**config.mk**
```make
export PLATFORM = sky130hd
export DESIGN_NAME = calc_sequencer
export DESIGN_NICKNAME = d
export VERILOG_FILES = /design/src/rtl/calc_pkg.sv /design/src/rtl/calc_entry_reg.sv /design/src/rtl/calc_sequencer.sv
export SDC_FILE = /design/constraint.sdc
export NUM_CORES = 1
export LEC_CHECK = 0
export BUFFER_PORTS_ARGS = -buffer_cell sky130_fd_sc_hd__buf_2
export CORE_MARGIN = 2
export CORE_UTILIZATION = 46
export CTS_BUF_LIST = sky130_fd_sc_hd__clkbuf_8
export CTS_CLUSTER_DIAMETER = 40
export DETAILED_ROUTE_END_ITERATION = 10
export MAX_ROUTING_LAYER = met4
export PLACE_DENSITY = 0.71
export SYNTH_ARGS = -nofsm -noshare
export SYNTH_HDL_FRONTEND = slang
export SYNTH_SLANG_ARGS = --single-unit
export TNS_END_PERCENT = 20
```
**constraint.sdc**
```tcl
create_clock -name clk -period 4.72 [get_ports clk]
set_clock_uncertainty 0.05 [all_clocks]
set_input_delay 0.708 -clock clk [delete_from_list [all_inputs] [get_ports clk]]
set_output_delay 0.708 -clock clk [all_outputs]
set_load 0.01 [all_outputs]
```
**src/rtl/calc_pkg.sv**
```systemverilog
// Shared key codes, output encodings and state type for the BCD calculator sequencer.
package calc_pkg;

    localparam int DATA_W = 16;

    localparam logic [3:0] KEY_ADD = 4'hA;
    localparam logic [3:0] KEY_SUB = 4'hB;
    localparam logic [3:0] KEY_CLR = 4'hC;
    localparam logic [3:0] KEY_EQU = 4'hD;

    localparam logic [1:0] OP_ADD = 2'b00;
    localparam logic [1:0] OP_SUB = 2'b01;

    localparam logic [2:0] DISP_ZERO = 3'b000;
    localparam logic [2:0] DISP_A    = 3'b001;
    localparam logic [2:0] DISP_OP   = 3'b010;
    localparam logic [2:0] DISP_B    = 3'b011;
    localparam logic [2:0] DISP_RES  = 3'b100;
    localparam logic [2:0] DISP_ERR  = 3'b101;

    typedef enum logic [2:0] {
        ST_IDLE,
        ST_ENTER_A,
        ST_ENTER_B,
        ST_WAIT_ALU,
        ST_SHOW_RES,
        ST_ERROR
    } state_t;

    function automatic logic is_digit(input logic [3:0] code);
        return code <= 4'd9;
    endfunction

    function automatic logic is_op(input logic [3:0] code);
        return (code == KEY_ADD) || (code == KEY_SUB);
    endfunction

    function automatic logic [1:0] op_of(input logic [3:0] code);
        return (code == KEY_SUB) ? OP_SUB : OP_ADD;
    endfunction

endpackage

```
**src/rtl/calc_entry_reg.sv**
```systemverilog
// BCD operand entry register: shifts digits in from the right, saturating at MAX_DIGITS.
module calc_entry_reg
    import calc_pkg::*;
#(
    parameter int MAX_DIGITS = 4,
    parameter int CNT_W      = 3
) (
    input  logic              clk,
    input  logic              resetn,
    input  logic              clear,
    input  logic              load,
    input  logic [DATA_W-1:0] load_value,
    input  logic [CNT_W-1:0]  load_count,
    input  logic              shift,
    input  logic [3:0]        digit,
    output logic [DATA_W-1:0] value,
    output logic              has_digits
);

    localparam logic [CNT_W-1:0] COUNT_MAX = CNT_W'(MAX_DIGITS);

    logic [CNT_W-1:0] count;

    // Clear beats load beats shift; digits beyond MAX_DIGITS are dropped.
    always_ff @(posedge clk or negedge resetn) begin
        if (!resetn) begin
            value <= '0;
            count <= '0;
        end else if (clear) begin
            value <= '0;
            count <= '0;
        end else if (load) begin
            value <= load_value;
            count <= load_count;
        end else if (shift && (count < COUNT_MAX)) begin
            value <= {value[DATA_W-5:0], digit};
            count <= count + CNT_W'(1);
        end
    end

    assign has_digits = (count != '0);

endmodule

```
**src/rtl/calc_sequencer.sv**
```systemverilog
// Key-driven controller for the BCD calculator: operand entry, ALU launch/timeout, display select.
// Optional build macro CALC_CHAIN_EN: an operator after a result chains that result into operand A.
module calc_sequencer
    import calc_pkg::*;
#(
    parameter int MAX_DIGITS  = 4,
    parameter int ALU_TIMEOUT = 16
) (
    input  logic              clk,
    input  logic              resetn,
    input  logic              key_valid,
    input  logic [3:0]        key_code,
    input  logic              alu_done,
    input  logic [DATA_W-1:0] alu_result,
    input  logic              alu_neg,
    output logic [DATA_W-1:0] operand_a,
    output logic [DATA_W-1:0] operand_b,
    output logic [1:0]        op_sel,
    output logic              alu_start,
    output logic              alu_abort,
    output logic [DATA_W-1:0] result,
    output logic              result_neg,
    output logic [2:0]        disp_sel,
    output logic              err
);

    localparam int CNT_W = $clog2(MAX_DIGITS + 1);
    localparam int TMO_W = $clog2(ALU_TIMEOUT + 1);
    localparam logic [TMO_W-1:0] TMO_LAST   = TMO_W'(ALU_TIMEOUT - 1);
    localparam logic [CNT_W-1:0] COUNT_FULL = CNT_W'(MAX_DIGITS);

    state_t state, state_nxt;
    logic [TMO_W-1:0]  tmo_cnt, tmo_nxt;
    logic [1:0]        op_sel_nxt;
    logic [2:0]        disp_nxt;
    logic              err_nxt, start_nxt, abort_nxt, capture, clear_all;
    logic              a_load, a_shift, a_has_digits, b_clear, b_shift, b_has_digits;
    logic [DATA_W-1:0] a_load_value;
    logic [CNT_W-1:0]  a_load_count;
    logic              key_clr, key_digit, key_op, key_equ;

    // A non-clear key arriving together with alu_done is dropped.
    assign key_clr   = key_valid && (key_code == KEY_CLR);
    assign key_digit = key_valid && !alu_done && is_digit(key_code);
    assign key_op    = key_valid && !alu_done && is_op(key_code);
    assign key_equ   = key_valid && !alu_done && (key_code == KEY_EQU);

    calc_entry_reg #(.MAX_DIGITS(MAX_DIGITS), .CNT_W(CNT_W)) u_entry_a (
        .clk        (clk),
        .resetn     (resetn),
        .clear      (clear_all),
        .load       (a_load),
        .load_value (a_load_value),
        .load_count (a_load_count),
        .shift      (a_shift),
        .digit      (key_code),
        .value      (operand_a),
        .has_digits (a_has_digits)
    );

    calc_entry_reg #(.MAX_DIGITS(MAX_DIGITS), .CNT_W(CNT_W)) u_entry_b (
        .clk        (clk),
        .resetn     (resetn),
        .clear      (b_clear),
        .load       (1'b0),
        .load_value ('0),
        .load_count ('0),
        .shift      (b_shift),
        .digit      (key_code),
        .value      (operand_b),
        .has_digits (b_has_digits)
    );

    always_ff @(posedge clk or negedge resetn) begin
        if (!resetn) state <= ST_IDLE;
        else         state <= state_nxt;
    end

    always_comb begin
        state_nxt    = state;
        tmo_nxt      = tmo_cnt;
        op_sel_nxt   = op_sel;
        disp_nxt     = disp_sel;
        err_nxt      = err;
        start_nxt    = 1'b0;
        abort_nxt    = 1'b0;
        capture      = 1'b0;
        clear_all    = 1'b0;
        a_load       = 1'b0;
        a_shift      = 1'b0;
        a_load_value = '0;
        a_load_count = '0;
        b_shift      = 1'b0;
        b_clear      = 1'b0;

        if (key_clr) begin
            state_nxt  = ST_IDLE;
            tmo_nxt    = '0;
            op_sel_nxt = OP_ADD;
            disp_nxt   = DISP_ZERO;
            err_nxt    = 1'b0;
            abort_nxt  = (state == ST_WAIT_ALU);
            clear_all  = 1'b1;
            b_clear    = 1'b1;
        end else begin
            case (state)
                ST_IDLE, ST_ENTER_A: begin
                    if (key_digit) begin
                        a_shift   = 1'b1;
                        state_nxt = ST_ENTER_A;
                        disp_nxt  = DISP_A;
                    end else if (key_op && a_has_digits) begin
                        op_sel_nxt = op_of(key_code);
                        state_nxt  = ST_ENTER_B;
                        disp_nxt   = DISP_OP;
                    end
                end
                ST_ENTER_B: begin
                    if (key_digit) begin
                        b_shift  = 1'b1;
                        disp_nxt = DISP_B;
                    end else if (key_op && !b_has_digits) begin
                        op_sel_nxt = op_of(key_code);
                    end else if (key_equ && b_has_digits) begin
                        start_nxt = 1'b1;
                        tmo_nxt   = '0;
                        state_nxt = ST_WAIT_ALU;
                    end
                end
                ST_WAIT_ALU: begin
                    if (alu_done) begin
                        capture   = 1'b1;
                        state_nxt = ST_SHOW_RES;
                        disp_nxt  = DISP_RES;
                    end else if (tmo_cnt == TMO_LAST) begin
                        err_nxt   = 1'b1;
                        state_nxt = ST_ERROR;
                        disp_nxt  = DISP_ERR;
                    end else begin
                        tmo_nxt = tmo_cnt + TMO_W'(1);
                    end
                end
                ST_SHOW_RES: begin
                    if (key_digit) begin
                        a_load       = 1'b1;
                        a_load_value = {{(DATA_W-4){1'b0}}, key_code};
                        a_load_count = CNT_W'(1);
                        b_clear      = 1'b1;
                        op_sel_nxt   = OP_ADD;
                        state_nxt    = ST_ENTER_A;
                        disp_nxt     = DISP_A;
                    end else if (key_op) begin
`ifdef CALC_CHAIN_EN
                        a_load       = 1'b1;
                        a_load_value = result;
                        a_load_count = COUNT_FULL;
                        b_clear      = 1'b1;
                        op_sel_nxt   = op_of(key_code);
                        state_nxt    = ST_ENTER_B;
                        disp_nxt     = DISP_OP;
`else
                        state_nxt    = ST_SHOW_RES;
`endif
                    end
                end
                default: ;
            endcase
        end
    end

    always_ff @(posedge clk or negedge resetn) begin
        if (!resetn) begin
            tmo_cnt    <= '0;
            op_sel     <= OP_ADD;
            disp_sel   <= DISP_ZERO;
            err        <= 1'b0;
            alu_start  <= 1'b0;
            alu_abort  <= 1'b0;
            result     <= '0;
            result_neg <= 1'b0;
        end else begin
            tmo_cnt   <= tmo_nxt;
            op_sel    <= op_sel_nxt;
            disp_sel  <= disp_nxt;
            err       <= err_nxt;
            alu_start <= start_nxt;
            alu_abort <= abort_nxt;
            if (clear_all) begin
                result     <= '0;
                result_neg <= 1'b0;
            end else if (capture) begin
                result     <= alu_result;
                result_neg <= alu_neg;
            end
        end
    end

`ifndef CALC_CHAIN_EN
    logic unused_full;
    assign unused_full = ^COUNT_FULL;
`endif

endmodule

```
* After elaboration in Yosys (flattened, before gate mapping)
Cells that the tools add are included.
Cells by class: muxes and demuxes 72, reduce and logical (&&, ||, !) cells 30, magnitude comparators 3, $add $sub $neg 3, eq/ne operators 23
Operators by type and width (number):
- $mux 16 | 7
- $mux 3 | 18
- $mux 5 | 6
- $ne 3x3->1 const B | 10
- $mux 1 | 28
- $pmux 3 s4 | 2
- $eq 4x4->1 const B | 4
- $mux 2 | 6
- $mux 4 | 3
- $reduce_and 6->1 | 2
- $reduce_bool 3->1 | 4
- $logic_and 1x1->1 | 10
- $pmux 5 s2 | 1
- $ne 4x4->1 const B | 2
- $reduce_bool 2->1 | 4
- $reduce_and 7->1 | 1
- $add 3x1->3 const B | 2
- $eq 3x2->1 const B | 2
- $lt 3x3->1 const B | 2
- $pmux 2 s3 | 1
- $add 5x1->5 const B | 1
- $eq 5x4->1 const B | 1
- $reduce_and 5->1 | 1
- $reduce_bool 5->1 | 1
- 11 further kinds | 12
Storage, ports and cells: register bits 71, output and inout port bits 57

* Depth between registers and ports, before layout
depth in word-level cells 10, mapped depth 8, mapped depth without buffers 8

* By module
From an unflattened synthesis, not the netlist that was laid out.
Second synthesis, totals: cells, all modules 338, area, all modules 3597.2 um^2
By module, submodules not included:
- calc_entry_reg | area each 960.9 um^2, cells an instance 73, times used 2
- calc_sequencer | area each 1675.4 um^2, cells an instance 192, times used 1

* Worst setup path before layout
No wires, ideal clock.
path kind input to register, start input port key_code[1], end register op_sel[0], stages on the path 6, arrival 2.112 ns, path buffers 1, path slack 2.430 ns, cells stage by stage nand3b_2 -> nor2_2 -> buf_2 -> a21oi_1 -> a221oi_1 -> mux2_1
Between the ends: cells in the longest elaborated chain, start to end 6, elaborated cells on any way between the ends 24, those cells by class 1 x order compare; 8 x eq/ne; 7 x mux; 8 x reduce/logical
RTL lines:
- start, declared | RTL line calc_sequencer.sv:12 | input logic [3:0] key_code,
- $eq 4x4->1 (on tied branches) | RTL line calc_pkg.sv:35, calc_pkg.sv:39
- $mux 1 or $logic_or 1x1->1 (tied branches) | RTL line calc_pkg.sv:39, calc_pkg.sv:35
- $mux 2 (tied with other cells) | RTL line calc_sequencer.sv:122 | end else if (key_op && !b_has_digits) begin
- $mux 2 (tied with other cells) | RTL line calc_sequencer.sv:119 | if (key_digit) begin
- $pmux 2 s3 or $ne 3x3->1 (tied branches)
- $mux 2 or $reduce_and 6->1 (tied branches)
- end signal, assigned | RTL line calc_sequencer.sv:183 | op_sel <= op_sel_nxt;
- end, declared | RTL line calc_sequencer.sv:18 | output logic [1:0] op_sel,
Several ways; a longest one is shown, not always the timed one. The select of a mux whose other input is x is not followed. A chain may end at the register's enable or synchronous reset.

* Worst setup path after layout
start input port key_code[1], end register disp_sel[0]
Between the ends: cells in the longest elaborated chain, start to end 6, elaborated cells on any way between the ends 18, those cells by class 1 x order compare; 7 x eq/ne; 3 x mux; 7 x reduce/logical
RTL lines:
- branches (longest 6 deep; another with $le 4x4->1)
- end signal, assigned | RTL line calc_sequencer.sv:184 | disp_sel <= disp_nxt;
- end, declared | RTL line calc_sequencer.sv:23 | output logic [2:0] disp_sel,
Parallel ways; which one is timed is not known.

==> summary.md <==
The data arrival time at the worst-slack endpoint was 2.60 ns. The fraction of final layout cells with drive strength greater than 1 came out at 0.3462. For this run, the post-layout net count is 365. In the routed layout, each cell is associated on average with a via count of 5.766. Setup repair after global routing left no endpoint under its margin. The buffers plus inverters on the worst setup path works out to 1. Clock tree synthesis selected as its root buffer the cell sky130_fd_sc_hd__clkbuf_8. Clock-pin slew was measured on the worst setup and hold paths at 0.07 ns. At the pin with the least slew margin, the transition time is 1.044 ns. The first TritonRoute pass finished after 5 iterations. Of all nets on the critical path, the largest fanout is 17. The tools report the max-cap check violation count as 0.

The run gives 1.953 ns as the post-placement worst setup slack. The maximum frequency from static timing analysis is 412.5 MHz, and the die area is 7325 sq um. Measured along the y axis, the die boundary spans 85.59 um. During placement, the flow inserted port buffers numbering 80. Summed over all nets, the half-perimeter wirelength after detailed placement is 4947 um. TritonCTS created 9 clock buffers. The number of slew-limit violations in the final report came out at 0. In this run the worst hold path is classified as input pin to async pin. Cell at the slowest stage of the critical path: sky130_fd_sc_hd__nor2_2. The tools report the synthesis warning total as 0. Measured in cells, the most critical reg-to-reg path has a length of 5. The x dimension of the die was 85.59 um; the number of design-rule violations left by the first detailed-router iteration was 222. The highest cell delay on the worst timing path is 0.64 ns.

The worst path meets setup with 2.296 ns of slack. Vias after detailed routing: 2393. After layout, the minimum clock period comes to 2.424 ns. After floorplanning, the core was divided into 29 placement rows. Total power for the finished layout comes to 2.278 mW. Type of element capturing the critical path: a flop. The layout filler cell count is 564. The post-synthesis instance area was 3062 sq um.

STA classifies the critical path startpoint as an input pin. Summed over all cells, the static leakage comes to 1.923 nW. The maximum vdd drop is 0.0003689 V, and the number of top-level pins is 82. Number of sinks handled by clock tree synthesis: 70.

Walking the worst path, the cells encountered are buf_2 -> nand3b_2 -> nor2_2 -> o41ai_2 -> a41oi_2 -> mux2_1. In this run the critical register-to-register path is launched from state[2]. The run gives 0 as the count of final setup violators. At the end of routability-driven placement, the weighted congestion stood at 0.9225. Total negative slack for setup checks: 0 ns.

Flip-flop cell with the highest count after synthesis: sky130_fd_sc_hd__dfrtp_1. The first global-routing pass estimated 11470 um of wire. TritonCTS built the clock tree. The number of nets in the synthesized netlist is 284. The initial antenna violation count is 0, and the routed wirelength normalized by instance count is 16.64 um. Counting flops with a built-in enable in the synthesized netlist gives 0. In this run the remaining antenna-violating nets after routing total 0.

Grouping stages by cell kind, the critical path spends the most delay in simple AND/OR/NAND/NOR gates. In the routed design, unresolved DRC markers number 0. The number of different library cells used by synthesis comes to 49. The max-slew headroom at the worst pin is 0.3005. The clock reaches the later pin of the worst-skew pair after 0.35 ns. In this run the post-CTS setup repair buffer count came out at 0. The power per cell area was 618.0 nW/um^2; the area growth from synthesis to layout was 20.39%. The total routing resource utilization after global routing was 0.2064. The setup check on the worst reg-to-reg path leaves a slack of 2.40 ns. 0 antenna diodes ended up in the layout.

The final wirelength was 6904 um. Clock tree buffer depth: 2. The run finished with clean final reports.

The starting density of the core came out at 0.4794. Final-report hold violation count: 0. For the area of the core, the log shows 6386 sq um.

The H-tree was split into 3 levels. Once the clock tree was built, the resizer swapped 0 gates to a different size. The data required time of the worst path was 4.90 ns. The worst setup path is of the input pin to flop kind.

The logs give 45 for the maximum number of pins on one net before global-route repair and 3523 sq um for the cell area reported after detailed placement. Hold repair after CTS inserted 0 buffers. Global routing finished with a remaining overflow of 0.

Post-synthesis async set-or-reset flop share: 1.000. Synthesis inferred 70 register bits. The run gives 0.5721 as the sequential share of the synthesized area.

The endpoint identified for the worst register-to-register timing path is u_entry_a.value[1]. A synthesized cell averages 12.10 sq um. The final cycle utilization of the critical path came out at 0.5136. The logs give 2255 for the number of global-route vias before repair and 253 for the synthesized instance count. The finished cells cover 3686 sq um.
[report_power, final]
group	internal [mW]	switching, mW
Sequential	0.819	0.182
Combinational	0.415	0.454
Clock	0.186	0.221
[kinds of logic after synthesis]
logic type,Yosys count,share of synthesized area
compound gates,82,0.2158
flops,70,0.5721
simple gates,59,0.1148
buf+inv,24,0.03351
mux,10,0.03514
fa+ha+maj,6,0.02452
other cells,1,0.001225
xor+xnor,1,0.002861
[per-layer routing]
layer	up-vias	GRT usage	part of all wire
met4	0	0.06494	0.016
met3	14	0.05486	0.056
li1	1109	-	-
met1	1192	0.2830	0.45
met5	-	-	0
met2	78	0.3018	0.48
[cell usage in the layout (no fill, tap or decap), types with 2 or more instances in the layout]
cell	Yosys	routed
sky130_fd_sc_hd__nand3b_1	2	2
sky130_fd_sc_hd__dfrtp_1	70	70
sky130_fd_sc_hd__o21ai_0	10	10
sky130_fd_sc_hd__a31oi_1	2	2
sky130_fd_sc_hd__clkinv_2	0	3
sky130_fd_sc_hd__nor2_1	10	10
sky130_fd_sc_hd__a221oi_1	2	2
sky130_fd_sc_hd__nor2b_1	2	2
sky130_fd_sc_hd__nand4_1	2	2
sky130_fd_sc_hd__nand2b_1	3	3
sky130_fd_sc_hd__a22o_1	48	48
sky130_fd_sc_hd__a21bo_2	2	2
sky130_fd_sc_hd__nor4b_1	2	2
sky130_fd_sc_hd__ha_1	6	6
sky130_fd_sc_hd__inv_1	9	9
sky130_fd_sc_hd__buf_4	1	4
sky130_fd_sc_hd__nand2_1	15	15
sky130_fd_sc_hd__clkbuf_8	0	9
sky130_fd_sc_hd__mux2i_1	4	4
sky130_fd_sc_hd__mux2_1	3	3
sky130_fd_sc_hd__buf_2	7	80
sky130_fd_sc_hd__mux2_2	3	3
sky130_fd_sc_hd__a21oi_1	8	8
sky130_fd_sc_hd__nor3_1	4	4
sky130_fd_sc_hd__nand3_1	4	4
sky130_fd_sc_hd__o21ai_1	2	2
sky130_fd_sc_hd__clkinvlp_4	0	2
sky130_fd_sc_hd__nor3_2	3	3
[flip-flops by register name, indices dropped and copies added, names as in the netlist, 3 cells and up]
name / cells
u_entry_a.value: 16
tmo_cnt: 5
u_entry_a.count: 3
state: 3
result: 16
disp_sel: 3
u_entry_b.value: 16
u_entry_b.count: 3
[worst max path at each step]
stage,startpoint,endpoint,slack (ns),cells after the start
floorplan,key_code[1],op_sel[0],2.43,6
finish,key_code[1],disp_sel[0],2.30,6
global placement,key_code[1],disp_sel[2],2.00,6
detailed placement,key_code[1],disp_sel[0],1.95,6
global route,key_code[1],disp_sel[2],2.18,6
CTS,key_code[1],disp_sel[0],2.31,6
[final cells by class]
class | instances | area [sq um] | area share
Multi-Input combinational cell | 159 | 1207 | 0.3276
Tap cell | 77 | 96.34 | 0.02614
Clock buffer | 9 | 123.9 | 0.03360
Clock inverter | 6 | 38.79 | 0.01052
Inverter | 10 | 37.54 | 0.01018
Sequential cell | 70 | 1752 | 0.4752
Timing Repair Buffer | 84 | 430.4 | 0.1168
[synthesized netlist by cell type (2+ instances only)]
| master | n | area share |
|---|---|---|
| sky130_fd_sc_hd__nand2_1 | 15 | 0.018 |
| sky130_fd_sc_hd__a22o_1 | 48 | 0.14 |
| sky130_fd_sc_hd__nor3_1 | 4 | 0.0065 |
| sky130_fd_sc_hd__nand3b_1 | 2 | 0.0049 |
| sky130_fd_sc_hd__inv_1 | 9 | 0.011 |
| sky130_fd_sc_hd__a21oi_1 | 8 | 0.013 |
| sky130_fd_sc_hd__ha_1 | 6 | 0.025 |
| sky130_fd_sc_hd__nor2_1 | 10 | 0.012 |
| sky130_fd_sc_hd__a221oi_1 | 2 | 0.0057 |
| sky130_fd_sc_hd__nor3_2 | 3 | 0.0098 |
| sky130_fd_sc_hd__mux2_2 | 3 | 0.011 |
| sky130_fd_sc_hd__mux2i_1 | 4 | 0.013 |
| sky130_fd_sc_hd__o21ai_0 | 10 | 0.016 |
| sky130_fd_sc_hd__a21bo_2 | 2 | 0.0065 |
| sky130_fd_sc_hd__mux2_1 | 3 | 0.011 |
| sky130_fd_sc_hd__nor2b_1 | 2 | 0.0041 |
| sky130_fd_sc_hd__nand4_1 | 2 | 0.0041 |
| sky130_fd_sc_hd__nand3_1 | 4 | 0.0065 |
| sky130_fd_sc_hd__o21ai_1 | 2 | 0.0033 |
| sky130_fd_sc_hd__dfrtp_1 | 70 | 0.57 |
| sky130_fd_sc_hd__buf_2 | 7 | 0.011 |
| sky130_fd_sc_hd__a31oi_1 | 2 | 0.0041 |
| sky130_fd_sc_hd__clkbuf_1 | 6 | 0.0074 |
| sky130_fd_sc_hd__nand2b_1 | 3 | 0.0061 |
| sky130_fd_sc_hd__nor4b_1 | 2 | 0.0057 |
[worst register-to-register path, cell delays in order, from the launching register on]
cell and delay [ns]:
sky130_fd_sc_hd__dfrtp_1 0.60, sky130_fd_sc_hd__inv_2 0.13, sky130_fd_sc_hd__nand2_1 0.22, sky130_fd_sc_hd__o21ai_1 0.15
sky130_fd_sc_hd__a21oi_2 0.64, sky130_fd_sc_hd__mux2_2 0.42
[per-stage QoR]
step,hold slack (ns),util,instances
detailed placement,0.4208,0.5517,400
floorplan,0.3624,-,253
global placement,0.4164,0.5517,400
CTS,0.3193,0.5772,415
global route,0.3440,0.5772,415
finish,0.3053,0.5772,415
Note: power is estimated with default switching activity, not from simulation.
